`config.mk`:
```
export PLATFORM = sky130hd
export DESIGN_NAME = fetch_queue
export DESIGN_NICKNAME = d
export VERILOG_FILES = /design/src/rtl/fetch_queue.sv
export SDC_FILE = /design/constraint.sdc
export NUM_CORES = 2
export LEC_CHECK = 0
export ABC_AREA = 1
export BUFFER_PORTS_ARGS = -buffer_cell sky130_fd_sc_hd__buf_2
export CORE_MARGIN = 3
export CORE_UTILIZATION = 43
export CTS_CLUSTER_DIAMETER = 80
export DETAILED_ROUTE_END_ITERATION = 16
export SYNTH_ARGS = -nofsm -noshare
export SYNTH_HDL_FRONTEND = slang
export SYNTH_SLANG_ARGS = --single-unit
```
`constraint.sdc`:
```
create_clock -name clk -period 5.5 [get_ports clk]
set_input_delay 0.55 -clock clk [delete_from_list [all_inputs] [get_ports clk]]
set_output_delay 0.55 -clock clk [all_outputs]
set_load 0.02 [all_outputs]
```
`src/rtl/fetch_queue.sv`:
```
// Dual-lane instruction FIFO between fetch and decode: up to two pushes and two pops per cycle,
// with the two oldest entries presented combinationally and a redirect flush that empties it.
module fetch_queue #(
  parameter  int WIDTH = 32,
  parameter  int DEPTH = 8,
  localparam int PTR_W = $clog2(DEPTH)
) (
  input  logic             clk,
  input  logic             rst,
  input  logic             flush,
  input  logic [1:0]       push_valid_F,
  input  logic [WIDTH-1:0] pc_F      [1:0],
  input  logic [WIDTH-1:0] instr_F   [1:0],
  input  logic [WIDTH-1:0] normal_F  [1:0],
  output logic             push_ready,
  input  logic [1:0]       pop_count,
  output logic [1:0]       valid_De,
  output logic [WIDTH-1:0] pc_De     [1:0],
  output logic [WIDTH-1:0] instr_De  [1:0],
  output logic [WIDTH-1:0] normal_De [1:0],
  output logic [PTR_W:0]   count,
  output logic             overflow_err
);

  logic [WIDTH-1:0] r_pc     [DEPTH];
  logic [WIDTH-1:0] r_instr  [DEPTH];
  logic [WIDTH-1:0] r_normal [DEPTH];

  logic [PTR_W-1:0] r_head;
  logic [PTR_W-1:0] r_tail;
  logic [PTR_W:0]   r_count;
  logic             r_overflow;

  logic [PTR_W-1:0] w_head1;
  logic [PTR_W-1:0] w_tail1;
  logic             w_push_ready;
  logic             w_push_any;
  logic             w_accept;
  logic             w_drop;
  logic [PTR_W:0]   w_push_num;
  logic [PTR_W:0]   w_push_acc;
  logic [PTR_W:0]   w_pop_req;
  logic [PTR_W:0]   w_pop_eff;
  logic [WIDTH-1:0] w_wr0_pc;
  logic [WIDTH-1:0] w_wr0_instr;
  logic [WIDTH-1:0] w_wr0_normal;

  // Readiness looks only at the registered count; a same-cycle pop never frees room for a push.
  assign w_push_ready = (r_count <= (PTR_W+1)'(DEPTH - 2));
  assign w_push_any   = |push_valid_F;
  assign w_accept     = w_push_any & w_push_ready & ~flush;
  assign w_drop       = w_push_any & ~w_push_ready & ~flush;
  assign w_push_num   = (PTR_W+1)'(push_valid_F[0]) + (PTR_W+1)'(push_valid_F[1]);
  assign w_push_acc   = w_accept ? w_push_num : '0;
  assign w_head1      = r_head + PTR_W'(1);
  assign w_tail1      = r_tail + PTR_W'(1);

  always_comb begin
    w_pop_req = '0;
    case (pop_count)
      2'd0:    w_pop_req = '0;
      2'd1:    w_pop_req = (PTR_W+1)'(1);
      default: w_pop_req = (PTR_W+1)'(2);
    endcase
  end

  assign w_pop_eff = (w_pop_req > r_count) ? r_count : w_pop_req;

  // Compaction: the first valid lane always lands at tail, lane1 follows only on a dual push.
  assign w_wr0_pc     = push_valid_F[0] ? pc_F[0]     : pc_F[1];
  assign w_wr0_instr  = push_valid_F[0] ? instr_F[0]  : instr_F[1];
  assign w_wr0_normal = push_valid_F[0] ? normal_F[0] : normal_F[1];

  always_ff @(posedge clk) begin
    if (w_accept) begin
      r_pc[r_tail]     <= w_wr0_pc;
      r_instr[r_tail]  <= w_wr0_instr;
      r_normal[r_tail] <= w_wr0_normal;
      if (&push_valid_F) begin
        r_pc[w_tail1]     <= pc_F[1];
        r_instr[w_tail1]  <= instr_F[1];
        r_normal[w_tail1] <= normal_F[1];
      end
    end
  end

  always_ff @(posedge clk or negedge rst) begin
    if (!rst) begin
      r_head     <= '0;
      r_tail     <= '0;
      r_count    <= '0;
      r_overflow <= 1'b0;
    end else if (flush) begin
      r_head  <= '0;
      r_tail  <= '0;
      r_count <= '0;
    end else begin
      r_head  <= r_head + w_pop_eff[PTR_W-1:0];
      r_tail  <= r_tail + w_push_acc[PTR_W-1:0];
      r_count <= r_count + w_push_acc - w_pop_eff;
      if (w_drop) begin
        r_overflow <= 1'b1;
      end
    end
  end

  // Lanes beyond the current occupancy are forced to zero so stale storage never leaks out.
  always_comb begin
    valid_De[0]  = (r_count != '0);
    valid_De[1]  = (r_count >= (PTR_W+1)'(2));
    pc_De[0]     = '0;
    instr_De[0]  = '0;
    normal_De[0] = '0;
    pc_De[1]     = '0;
    instr_De[1]  = '0;
    normal_De[1] = '0;
    if (valid_De[0]) begin
      pc_De[0]     = r_pc[r_head];
      instr_De[0]  = r_instr[r_head];
      normal_De[0] = r_normal[r_head];
    end
    if (valid_De[1]) begin
      pc_De[1]     = r_pc[w_head1];
      instr_De[1]  = r_instr[w_head1];
      normal_De[1] = r_normal[w_head1];
    end
  end

  assign push_ready   = w_push_ready;
  assign count        = r_count;
  assign overflow_err = r_overflow;

endmodule

```
==> impl_metrics.toml <==
[floorplan]
fp.dieW_um = 357
pin_count = 399
die-height_um = 357
initial_core_util_pct = 43.4
row_count = 128
die_area_um2 = 127000
design.core.area_um2 = 122000

[placed_design]
pre_cts_setup_slack_ps = 1140
placer_s_final_routability_congestion_estimate = 0.837
post-dp-hpwl_um = 113000
placement.io_buffers = 398
postPlaceCellArea_um2 = 55400

[synthesis]
yosys_warning_count = 0
synth_largest_type_area_fraction_pct = 43.6
synth-seq-cells = 779
synth_sequential_area_ratio_pct = 44.1
synth_area_per_cell_um2 = 6.75
cell_type_contributing_the_most_total_cell_area_after_synthesis = "edfxtp_1"
synthesis.area_um2 = 52900
yosys.cell_types.count = 29
most_frequently_used_flop_master_after_synthesis = "edfxtp_1"
syn-num-nets = 8061
ys_top_cells_by_area = "edfxtp_1 (44%), nand2_1 (21%), nand3_1 (12%)"
edff_count_synth = 768
asyncSetResetFlopFracSynth_pct = 1.41
number_of_instances_in_the_synthesized_netlist = 7842

[cts]
clk_buf_depth = 3
ctsHtreeMaxLevel = 3
tritoncts.num_buffers = 93
cts_num_sinks = 779
path_clk_slew_ps = 60
root_buffer = "clkbuf_16"
clock_tree_from_tritoncts = "done"
clk-insertion-delay-late_ps = 690

[critical_path]
worst_setup_path_start_kind = "flip-flop"
setup.worst_path.class = "reg -> out"
regToRegStartpoint = "count[3]"
crit_required_ps = 4950
timing.critical_path.buf_inv = 3
timing.critical_path.from = "r_head[0]"
timing.critical_path.to_type = "primary output"
cp.arrival_ps = 4090
critical_path.max_fanout = 230
critical-path-slowest-cell = "dfrtp_4"
cpPeakStageDelay_ps = 900
critical_path_cell_sequence = "buf_12 -> buf_4 -> o21ai_0 -> o21ai_0 -> nor2_1 -> nor2_1 -> buf_2"
critical_path.top_delay_family = "buffers and inverters"

[global_routing]
grt_pass1_vias = 49000
grt_first_pass_wirelength_um = 312000
gr-usage-all-layers_pct = 32.3
antenna_found_initial = 14
grt_overflow_total = 0
grt_start_max_net_pins = 231

[power_and_ir_drop]
internal-power_mw = 14.9
p_switching_mw = 16.1
worst_ir_drop_vdd_mv = 0.655
total_power_mw = 31.0
power_leakage_nw = 27.9
power_switching_share_pct = 52.0
comb_power_share_pct = 57.4
total_power_density_per_cell_area_nw_per_um2 = 533
sequentialPowerShare_pct = 23.3
clock_power_share_pct = 19.3

[sta]
setup_slack_ps = 864
final.period_utilization_pct = 84.3
min_period_ps = 4640
report.final.setup_viol = 0
rsz0062_at_grt = "false"
clock_skew_ps = 29.0
tightest_slew_ps = 1300
final.setup.tns_ps = 0
number_of_hold_violations_in_the_final_report = 0
finalMaxSlewViolations = 0
max-slew-margin-rel_pct = 13.6
clock.fmax_mhz = 216

[min_path]
holdCritPathClass = "in -> reg"
hold_path_startpoint = "flush"

[layout]
drive_gt1_share_pct = 8.48
finalInstanceArea_um2 = 58200
layout_commonest_cell = "nand2_1"
area_growth_pct = 10.1
layout.cells.most_common_list = "nand2_1 (2987), nand3_1 (1266), nor2_1 (781), edfxtp_1 (768), inv_1 (603)"
finalNetCount = 7973

[route]
routed-via-count = 53800
detail_route.wl_per_cell_um = 22.5
route.antenna.remaining_nets = 0
drcViolationCount = 0
drt_pre_antenna_iters = 7
drtIter0Drc = 7059
detail_route.vias_per_cell = 5.69
route.final.wire_length_um = 212000

[run_status]
status = "completed"

[job]
cap_viol_max_count = 0
state kept, by name, summed over array words and instances, names as in the netlist:
register and flops:
r_normal 256, r_tail 3, overflow_err 1, r_instr 256, count 4, r_head 3
r_pc 256
path summary, 6_finish.rpt:
path | endpoint | slack (ps) | depth (start not counted)
max | pc_De[42] | 860 | 7
min | count[0] | 200 | 2
max reg2reg | r_pc[2][25] | 1570 | 9
min reg2reg | overflow_err | 460 | 1
max in group asynchronous | r_head[0] | 4970 | 2
min in group asynchronous | overflow_err | 270 | 2
worst register-to-register path, stage by stage (launching register included):
cell	delay, ps
dfrtp_1	390
inv_1	130
ha_1	180
nand2_1	60
nand2_1	100
nand3_2	150
nor2_4	660
nand2_8	530
nand2_4	950
buf_4	430
logic make-up after synthesis:
group,share of synthesized area [%]
simple gates,39.1
buf+inv,9.77
flops,44.1
compound gates,6.49
fa+ha+maj,0.516
xor+xnor,0.0639
metal layers:
| layer | global-route usage [%] | wire (um) | part of all wire [%] |
|---|---|---|---|
| met1 | 43.3 | 83100 | 39 |
| met2 | 51.8 | 97400 | 46 |
| met4 | 13.8 | 9150 | 4.3 |
| met5 | 0 | 49 | 0.023 |
| met3 | 5.40 | 22800 | 11 |
layout make-up:
cell class / instances / area [um2]
sequential: 779 / 23300
clock buffer: 113 / 2400
tap: 1625 / 2030
inverter: 611 / 2320
timing repair buffer: 497 / 3050
fill: 12000 / 63800
clock inverter: 49 / 408
multi-input combinational: 5772 / 24600
antenna: 7 / 17.5
power groups by stage:
stage	logic, mW	clock network [mW]	registers, mW
floorplan	11.1	0	7.17
CTS	17.6	6.04	7.22
finish	17.8	6.00	7.23
global route	19.1	6.26	7.26
detailed placement	17.5	0	7.35
global placement	17.4	0	7.34
cell usage after synthesis, drive strengths merged, types with 3 or more instances:
cell type and count:
nand2 3003, buf 260, ha 17, edfxtp 768
nor2 791, dfrtp 11, fa 3, a21oi 103
nand3 1269, inv 610, clkbuf 420, xnor2 3
o21ai 578
per-stage QoR:
| stage | hold slack [ps] | utilization (%) | cells |
|---|---|---|---|
| final | 202 | 47.7 | 9453 |
| after global routing | 188 | 47.7 | 9449 |
| after CTS | 161 | 47.7 | 9446 |
| after detailed placement | 446 | 45.4 | 9283 |
| after global placement | 439 | 45.4 | 9283 |
| after floorplan | 254 | - | 7842 |
repair_timing:
item | in CTS | in global routing
setup buffers | 0 | 0
endpoints found under the hold margin | 11 | 0
resized for setup | 0 | 0
hold buffers | 1 | 0
(Power assumes the default switching activity.)
